## src/rtl/mrd_rdx_p2s_if.sv

```systemverilog
// Port bundle of the mixed-radix DFT parallel-to-serial output stage.
interface mrd_rdx_p2s_if #(
   parameter int wDataInOut = 30,
   parameter int DEPTH      = 4
);
   logic                                in_val;
   logic [2:0]                          in_radix;
   logic signed [wDataInOut-1:0]        din_real [0:4];
   logic signed [wDataInOut-1:0]        din_imag [0:4];
   logic                                out_ready;
   logic                                out_val;
   logic                                out_sop;
   logic                                out_eop;
   logic signed [wDataInOut-1:0]        dout_real;
   logic signed [wDataInOut-1:0]        dout_imag;
   logic [$clog2(DEPTH+1)-1:0]          fifo_level;
   logic                                in_overflow;

   modport master (
      output in_val, in_radix, din_real, din_imag, out_ready,
      input  out_val, out_sop, out_eop, dout_real, dout_imag,
      input  fifo_level, in_overflow
   );

   modport slave (
      input  in_val, in_radix, din_real, din_imag, out_ready,
      output out_val, out_sop, out_eop, dout_real, dout_imag,
      output fifo_level, in_overflow
   );
endinterface

```

## src/rtl/mrd_rdx_p2s.sv

```systemverilog
// Buffers 5-lane butterfly vectors and emits them one lane per cycle.
// Optional MRD_P2S_ROUND_EN: round-half-up shift by SHIFT on the outputs.
module mrd_rdx_p2s #(
   parameter int wDataInOut = 30,
   parameter int DEPTH      = 4,
   parameter int SHIFT      = 2
) (
   input logic            clk,
   input logic            rst,
   mrd_rdx_p2s_if.slave   bus
);
   localparam int AW = $clog2(DEPTH);
   localparam int LW = $clog2(DEPTH+1);

   typedef logic signed [wDataInOut-1:0] smp_t;
   typedef enum logic {IDLE, EMIT} st_t;

   if (SHIFT < 1 || DEPTH < 2 || (DEPTH & (DEPTH-1)) != 0) begin : g_bad_cfg
      $error("mrd_rdx_p2s: bad SHIFT/DEPTH");
   end

   smp_t       mem_re  [DEPTH][5];
   smp_t       mem_im  [DEPTH][5];
   logic [2:0] mem_rdx [DEPTH];
   logic [AW-1:0] wr_ptr, rd_ptr;
   logic [LW-1:0] cnt;
   logic       ovf;

   st_t        st;
   smp_t       e_re [5];
   smp_t       e_im [5];
   logic [2:0] e_rdx, lane, nxt;
   logic       val_q, sop_q, eop_q;
   smp_t       re_q, im_q;

   logic nempty, last, pop, push, adv, fin;

   function automatic logic [2:0] clamp(logic [2:0] r);
      if (r < 3'd2) return 3'd2;
      if (r > 3'd5) return 3'd5;
      return r;
   endfunction

   function automatic smp_t fmt(smp_t x);
`ifdef MRD_P2S_ROUND_EN
      logic signed [wDataInOut:0] t;
      t = {x[wDataInOut-1], x} + ((wDataInOut+1)'(1) <<< (SHIFT-1));
      return smp_t'(t >>> SHIFT);
`else
      return x;
`endif
   endfunction

   assign nempty = cnt != '0;
   assign nxt    = lane + 3'd1;
   assign last   = lane == e_rdx - 3'd1;
   // A pop either starts a vector from IDLE or chains with no bubble.
   assign pop    = nempty && (st == IDLE || (bus.out_ready && last));
   assign adv    = st == EMIT && bus.out_ready && !last;
   assign fin    = st == EMIT && bus.out_ready && last && !nempty;
   assign push   = bus.in_val && (cnt != LW'(DEPTH) || pop);

   always_ff @(posedge clk) begin
      if (push) begin
         for (int k = 0; k < 5; k++) begin
            mem_re[wr_ptr][k] <= bus.din_real[k];
            mem_im[wr_ptr][k] <= bus.din_imag[k];
         end
         mem_rdx[wr_ptr] <= clamp(bus.in_radix);
      end
   end

   always_ff @(posedge clk) begin
      if (rst) begin
         wr_ptr <= '0;
         cnt    <= '0;
         ovf    <= 1'b0;
      end else begin
         if (push) wr_ptr <= wr_ptr + AW'(1);
         if (push && !pop) cnt <= cnt + LW'(1);
         else if (pop && !push) cnt <= cnt - LW'(1);
         if (bus.in_val && !push) ovf <= 1'b1;
      end
   end

   always_ff @(posedge clk) begin
      if (rst) begin
         st     <= IDLE;
         rd_ptr <= '0;
         lane   <= '0;
         e_rdx  <= 3'd2;
         val_q  <= 1'b0;
         sop_q  <= 1'b0;
         eop_q  <= 1'b0;
         re_q   <= '0;
         im_q   <= '0;
      end else begin
         unique case (1'b1)
            pop: begin
               for (int k = 0; k < 5; k++) begin
                  e_re[k] <= mem_re[rd_ptr][k];
                  e_im[k] <= mem_im[rd_ptr][k];
               end
               e_rdx  <= mem_rdx[rd_ptr];
               rd_ptr <= rd_ptr + AW'(1);
               lane   <= '0;
               val_q  <= 1'b1;
               sop_q  <= 1'b1;
               eop_q  <= 1'b0;
               re_q   <= fmt(mem_re[rd_ptr][0]);
               im_q   <= fmt(mem_im[rd_ptr][0]);
               st     <= EMIT;
            end
            adv: begin
               lane  <= nxt;
               sop_q <= 1'b0;
               eop_q <= nxt == e_rdx - 3'd1;
               re_q  <= fmt(e_re[nxt]);
               im_q  <= fmt(e_im[nxt]);
            end
            fin: begin
               val_q <= 1'b0;
               sop_q <= 1'b0;
               eop_q <= 1'b0;
               st    <= IDLE;
            end
            default: ;
         endcase
      end
   end

   assign bus.out_val     = val_q;
   assign bus.out_sop     = sop_q;
   assign bus.out_eop     = eop_q;
   assign bus.dout_real   = re_q;
   assign bus.dout_imag   = im_q;
   assign bus.fifo_level  = cnt;
   assign bus.in_overflow = ovf;
endmodule
```

## src/flat_wrapper.sv

```systemverilog
// flat-port wrapper written by rule: the top's interface ports become plain ports
module mrd_rdx_p2s_flat 
#(
   parameter int wDataInOut = 30,
   parameter int DEPTH      = 4,
   parameter int SHIFT      = 2
)
  (clk, rst, bus_in_val, bus_in_radix, bus_din_real, bus_din_imag, bus_out_ready, bus_out_val, bus_out_sop, bus_out_eop, bus_dout_real, bus_dout_imag, bus_fifo_level, bus_in_overflow);
  mrd_rdx_p2s_if #(.wDataInOut(wDataInOut), .DEPTH(DEPTH)) bus_i ();
  input logic clk;
  input logic rst;
  input wire logic [$bits(bus_i.in_val)-1:0] bus_in_val;
  input wire logic [$bits(bus_i.in_radix)-1:0] bus_in_radix;
  input wire logic [$bits(bus_i.din_real)-1:0] bus_din_real;
  input wire logic [$bits(bus_i.din_imag)-1:0] bus_din_imag;
  input wire logic [$bits(bus_i.out_ready)-1:0] bus_out_ready;
  output wire logic [$bits(bus_i.out_val)-1:0] bus_out_val;
  output wire logic [$bits(bus_i.out_sop)-1:0] bus_out_sop;
  output wire logic [$bits(bus_i.out_eop)-1:0] bus_out_eop;
  output wire logic [$bits(bus_i.dout_real)-1:0] bus_dout_real;
  output wire logic [$bits(bus_i.dout_imag)-1:0] bus_dout_imag;
  output wire logic [$bits(bus_i.fifo_level)-1:0] bus_fifo_level;
  output wire logic [$bits(bus_i.in_overflow)-1:0] bus_in_overflow;
  assign bus_i.in_val = bus_in_val;
  assign bus_i.in_radix = bus_in_radix;
  assign bus_i.din_real = {>>{bus_din_real}};
  assign bus_i.din_imag = {>>{bus_din_imag}};
  assign bus_i.out_ready = bus_out_ready;
  assign bus_out_val = bus_i.out_val;
  assign bus_out_sop = bus_i.out_sop;
  assign bus_out_eop = bus_i.out_eop;
  assign bus_dout_real = bus_i.dout_real;
  assign bus_dout_imag = bus_i.dout_imag;
  assign bus_fifo_level = bus_i.fifo_level;
  assign bus_in_overflow = bus_i.in_overflow;
  mrd_rdx_p2s #(.wDataInOut(wDataInOut), .DEPTH(DEPTH), .SHIFT(SHIFT)) u_core (.clk(clk), .rst(rst), .bus(bus_i));
endmodule
```

## config.mk

```make
export PLATFORM = sky130hd
export DESIGN_NAME = mrd_rdx_p2s_flat
export DESIGN_NICKNAME = d
export VERILOG_FILES = /design/src/rtl/mrd_rdx_p2s_if.sv /design/src/rtl/mrd_rdx_p2s.sv /design/src/flat_wrapper.sv
export SDC_FILE = /design/constraint.sdc
export NUM_CORES = 1
export LEC_CHECK = 0
export CORE_UTILIZATION = 30
export DETAILED_ROUTE_END_ITERATION = 10
export GPL_TIMING_DRIVEN = 0
export PLACE_DENSITY_LB_ADDON = 0.05
export SYNTH_ARGS = -nofsm -noshare
export SYNTH_HDL_FRONTEND = slang
export SYNTH_SLANG_ARGS = --single-unit
```

## constraint.sdc

```tcl
create_clock -name clk -period 15.1 [get_ports clk]
set_input_delay 3.02 -clock clk [delete_from_list [all_inputs] [get_ports clk]]
set_output_delay 3.02 -clock clk [all_outputs]
set_load 0.005 [all_outputs]
```

==> key figures, run 1 <==
Logic synthesis
  – Netlist cell types: 46
  – Predominant post-synthesis flop cell: edfxtp_1
  – Sequential fraction of the synthesis area: 80.7%
  – Cells after synthesis: 2462
  – Post-synth top area share: 78.0%
  – Post-synth EDFFs: 1512
  – Synth Warn #: 0
  – Mapped Nets: 2777
  – Cell Area, Synth: 58200 um^2
  – Area leader, netlist: edfxtp_1
  – Avg Cell Area, Syn: 23.6 um^2
  – Register bit total from synthesis: 1591
  – Async SR Flop Fraction: 0%
  – Ranking of synthesized cells by area: edfxtp_1, mux4_2, dfxtp_1

Detailed routing
  – DR WL/cell: 28.6 um
  – Drt total wl: 164000 um
  – Starting DRT DRC Count: 1682
  – Routed Antenna Nets: 0
  – Vias per Instance: 4.77
  – # DRC: 0
  – Vias post-DR: 27400
  – DR pass1 iterations: 7

Clock network
  – Worst-path clk slew: 0.06 ns
  – Setup Fix Bufs, Post-CTS: 0
  – CTS buffer count: 181
  – Post-CTS Hold Buffers: 0
  – Later-pin clock latency in the skew report: 0.81 ns
  – Clock Sinks: 1591
  – Max clock buf depth: 3
  – Post-cts resize count: 0
  – CTS H-tree lvls: 4
  – TritonCTS clock tree: built
  – Root Buffer Master: clkbuf_16

Floorplan
  – Die H: 442 um
  – # IOs: 374
  – Initial Utilization: 30.2%
  – Core ar.: 193000 um^2
  – Die width: 442 um
  – Rows: 161
  – Full die area: 196000 um^2

Setup path
  – Most frequent CP cell: buf_16
  – Crit-path leading delay family: buffers and inverters
  – CP endpoint kind: flip-flop
  – Buf+Inv Stages, Crit Path: 5
  – Crit-path max cell delay: 0.98 ns
  – WP data required: 15.55 ns
  – Worst-path fanout max: 48
  – Critical-path cell list: clkdlybuf4s50_1 -> inv_1 -> o41ai_1 -> and3_4 -> buf_16 -> buf_16 -> buf_16
  – Max stage delay cell, worst path: o41ai_1
  – Critical path arrival: 6.39 ns
  – Startpoint class of the critical path: input pin
  – Crit Path Class: in2reg

STA
  – Fin. Hold Viols: 0
  – F_max: 0.168 GHz
  – Count of final setup violators: 0
  – Crit path time final: 5.95 ns
  – Part of the cycle the worst path needs: 39.4%
  – Setup_tns: 0 ns
  – RSZ-0062 raised after global routing: no
  – Max Slew Vio Count: 11
  – Worst slew pin tran: 1.52 ns
  – Layout Skew: 0.0341 ns
  – Relative slew slack: -1.07%

Place
  – Placed Instance Area: 66000 um^2
  – Dpl cells: 5397
  – Gpl congestion: 0.718
  – Dpl hpwl: 109000 um
  – IO buf count: 373

GRT
  – Largest net degree at the start of global routing: 101
  – Met2 usage: 30.1%
  – Global-route wire length before repair: 228000 um
  – Tot GR Track Use: 16.8%
  – Grt met1 use: 19.9%
  – GRT busiest layer: met2
  – Global routing usage on met3: 3.34%
  – Gr ovfl total: 0
  – Vias in the first global route: 29500
  – Antenna violations before repair: 69

Final layout
  – Nets: 3369
  – Fill cells: 17500
  – Most common cell after layout, fill and taps aside: edfxtp_1
  – Area Growth Syn to Fin: 23.5%
  – Non-Filler Instances: 5741
  – Ratio of cells with drive above 1 in the final layout: 23.4%
  – Register Area: 47000 um^2
  – Multi-input combinational cell area: 10700 um^2
  – Final instance area: 71900 um^2
  – Most frequent cells in the layout: edfxtp_1, clkdlybuf4s50_1, mux4_2

Power
  – Total power: 12.8 mW
  – Power Density: 178 nW/um^2
  – P_leak: 22.3 nW
  – Max VDD drop: 0.000100 V

Run status
  – Status: complete, but fails checks
  – Failing checks: max-capacitance violations, max-slew violations

Hold path
  – Hold Crit Class: reg2reg

Run
  – Number of max-cap violations: 1
## cell usage after synthesis (all sizes together) (2+ instances only)
master and instances:
edfxtp 1512, mux4 363, o21ai 89, dfxtp 79, a21oi 72, clkbuf 69
buf 59, a31oi 41, mux2 41, nand2 40, a221o 19, inv 10
ha 7, nor2 7, nand3 5, xnor2 5, and3 4, xor2 4
mux2i 3, or3 3, a211oi 2, a311oi 2, and2 2, nand4 2
nor3 2, o211ai 2, o41a 2, o41ai 2
## layer usage
metal / up-vias / share of wire [%]
met5: - / 0.16
met4: 40 / 3.4
met3: 345 / 4.1
met2: 699 / 53
met1: 14500 / 40
li1: 11700 / -
## worst register-to-register path, cell delays in order, from the launching register on
cell and delay [ns]:
dfxtp_1 0.45, xor3_2 0.61, o41ai_1 0.99, and3_4 0.66
buf_16 0.31, buf_16 0.30, buf_16 0.35
## power by group
part	switching (mW)	internal (mW)	total (mW)
Clock	1.77	2.54	4.31
Sequential	0.198	5.52	5.72
Combinational	1.57	1.22	2.79
Total	3.54	9.28	12.8
## worst paths after layout
path                                               start                  endpoint  slack (ns)  cells after the start
worst min-delay path            u_core.bus.dout_imag[25]  u_core.bus.dout_imag[25]        0.48                      2
worst max-delay path                       bus_out_ready      u_core.mem_im[3][98]        9.15                      7
worst min register to register  u_core.bus.dout_imag[25]  u_core.bus.dout_imag[25]        0.48                      2
worst max register to register            u_core.lane[2]      u_core.mem_im[3][98]       11.00                      6
## logic make-up (layout without fill, tap and decap cells)
| logic type | Yosys count | in the layout | share of synthesized area [%] |
|---|---|---|---|
| buffers and inverters | 139 | 881 | 1.01 |
| xor gates and xnor gates | 10 | 10 | 0.191 |
| muxes | 407 | 407 | 14.9 |
| adders and majority gates | 9 | 9 | 0.202 |
| other | 0 | 11 | 0 |
| and+or+nand+nor | 69 | 69 | 0.540 |
| DFF | 1591 | 1591 | 80.7 |
| AOI/OAI and AO/OA | 237 | 237 | 2.44 |
## area by class of cell
type                       instances  share of cell area (%)
buffer                           128                   0.774
tap                             2526                    4.40
inverter                          11                  0.0574
clock buffer                     223                    6.65
multi-input combinational        732                    14.8
clock inverter                   110                    1.44
antenna                           11                  0.0383
sequential                      1591                    65.4
timing repair buffer             409                    6.46
## through the flow
stage	hold WS [ns]	util, %	setup WS, ns
5_1_grt	0.500	37.3	8.99
4_1_cts	0.477	37.3	9.18
3_3_place_gp	0.466	33.8	-5.08
3_5_place_dp	0.469	34.3	8.30
2_1_floorplan	0.456	-	3.64
6_report	0.477	37.3	9.15
## sequential cells by signal, indices dropped and copies added (netlist names), 3 cells and up, named ones only
| name | count |
|---|---|
| u_core.mem_re | 600 |
| u_core.bus.dout_real | 30 |
| u_core.e_re | 150 |
| u_core.lane | 3 |
| u_core.e_rdx | 3 |
| u_core.bus.fifo_level | 3 |
| u_core.bus.dout_imag | 30 |
| u_core.mem_rdx | 12 |
| u_core.e_im | 150 |
| u_core.mem_im | 600 |
(Power assumes the default switching activity.)
==> inputs of run 2 (changes only) <==
==> constraint.sdc (replaced) <==
create_clock -name clk -period 4.9 [get_ports clk]
set_input_delay 0.98 -clock clk [delete_from_list [all_inputs] [get_ports clk]]
set_output_delay 0.98 -clock clk [all_outputs]
set_load 0.005 [all_outputs]
==> key figures, run 2 (synthesis gave the netlist of run 1 again) <==
Floorplan
  – Die H: 442 um
  – Full die area: 196000 um^2
  – Rows: 161
  – Initial Utilization: 30.2%
  – Core ar.: 193000 um^2
  – Die width: 442 um
  – # IOs: 374

Clock network
  – Post-CTS Hold Buffers: 0
  – Post-cts resize count: 0
  – Max clock buf depth: 3
  – Later-pin clock latency in the skew report: 0.81 ns
  – Setup Fix Bufs, Post-CTS: 0
  – Worst-path clk slew: 0.06 ns
  – Root Buffer Master: clkbuf_16
  – TritonCTS clock tree: built
  – Clock Sinks: 1591
  – CTS buffer count: 181
  – CTS H-tree lvls: 4

Detailed routing
  – Vias per Instance: 4.76
  – Routed Antenna Nets: 0
  – Vias post-DR: 27300
  – DR pass1 iterations: 5
  – DR WL/cell: 28.5 um
  – # DRC: 0
  – Drt total wl: 164000 um
  – Starting DRT DRC Count: 1638

STA
  – RSZ-0062 raised after global routing: no
  – Fin. Hold Viols: 0
  – Max Slew Vio Count: 0
  – Setup_tns: 0 ns
  – F_max: 0.238 GHz
  – Layout Skew: 0.0253 ns
  – Crit path time final: 4.21 ns
  – Relative slew slack: 7.54%
  – Worst slew pin tran: 1.39 ns
  – Part of the cycle the worst path needs: 85.9%
  – Count of final setup violators: 0
  – WHS: 0.474 ns

Setup path
  – Worst-path fanout max: 45
  – Reg-to-Reg Start: u_core.lane[2]
  – Reg2reg end: u_core.mem_im[0][83]
  – WP data required: 5.38 ns
  – Crit Path Class: reg2reg
  – Startpoint class of the critical path: flip-flop
  – CP endpoint kind: flip-flop
  – FF-to-FF path depth: 6
  – Critical path arrival: 4.69 ns
  – Reg2Reg Setup Slack: 0.69 ns

Hold path
  – Worst Hold End: u_core.bus.dout_imag[20]
  – Hold Startpoint: u_core.bus.dout_imag[20]
  – Hold path depth: 2
  – Hold Crit Class: reg2reg

Final layout
  – Multi-input combinational cell area: 10700 um^2
  – Final instance area: 72000 um^2
  – Fill cells: 17500
  – Non-Filler Instances: 5742
  – Most common cell after layout, fill and taps aside: edfxtp_1
  – Top flop regs: u_core.mem_im x600, u_core.mem_re x600
  – Most frequent cells in the layout: edfxtp_1, clkdlybuf4s50_1, mux4_2
  – Nets: 3368
  – Register Area: 47000 um^2
  – Area Growth Syn to Fin: 23.8%
  – Ratio of cells with drive above 1 in the final layout: 23.5%

Run
  – Number of max-cap violations: 0

Power
  – P_leak: 22.3 nW
  – Max VDD drop: 0.000282 V
  – Power Density: 550 nW/um^2

GRT
  – Global-route wire length before repair: 228000 um
  – Tot GR Track Use: 16.8%
  – Gr ovfl total: 0
  – Largest net degree at the start of global routing: 87
  – Antenna violations before repair: 66
  – Vias in the first global route: 29400

Place
  – Dpl cells: 5396
  – Dpl hpwl: 108000 um
  – Placed Instance Area: 66100 um^2
  – IO buf count: 373
  – Gpl congestion: 0.729

Run status
  – Status: finished, final reports clean
-- run 2: final cells by class --
cell class	instances	area share, %
diodes	7	0.0243
plain buffers	128	0.771
clock buffers	254	7.07
clock inverters	85	1.15
inverters	11	0.0573
multi-input cells	732	14.8
flip-flops and latches	1591	65.2
well taps	2526	4.39
repair buffers	408	6.50
-- run 2: where the power goes --
group / switching [mW] / internal (mW) / leakage (nW)
clock: 5.40 / 7.96 / 2.88
sequential: 0.590 / 17.0 / 14.6
combinational: 4.89 / 3.76 / 4.89
total: 10.9 / 28.7 / 22.3
-- run 2: layer usage --
layer | track usage (%) | part of all wire, %
met1 | 19.7 | 39
met2 | 29.8 | 53
met3 | 3.66 | 5.0
met4 | 6.15 | 3.6
met5 | 0 | 0.14
-- run 2: critical path: stages (launching register included) --
cell and delay [ns]:
dfxtp_1 0.47, xor3_2 0.62, o41ai_1 0.93, and3_4 0.81
buf_16 0.34, buf_16 0.29, buf_16 0.29
-- run 2: worst max-delay path by stage --
stage / from / end / slack (ns) / cells after the start
after floorplan: bus_out_ready / u_core.mem_im[0][0] / -1.0 / 3
after global placement: bus_out_ready / u_core.mem_im[1][95] / -5.85 / 4
after detailed placement: bus_out_ready / u_core.mem_im[0][82] / 0.02 / 7
after CTS: u_core.lane[2] / u_core.mem_im[0][86] / 0.61 / 6
after global routing: u_core.e_rdx[0] / u_core.mem_im[0][26] / 0.33 / 8
final: u_core.lane[2] / u_core.mem_im[0][83] / 0.69 / 6
-- run 2: stage by stage --
stage	util [%]	setup slack (ns)	total power [mW]
floorplan	-	-0.996	22.8
global placement	33.8	-5.85	27.0
detailed placement	34.3	0.0171	26.9
CTS	37.4	0.610	40.4
global route	37.4	0.327	41.3
finish	37.4	0.691	39.6
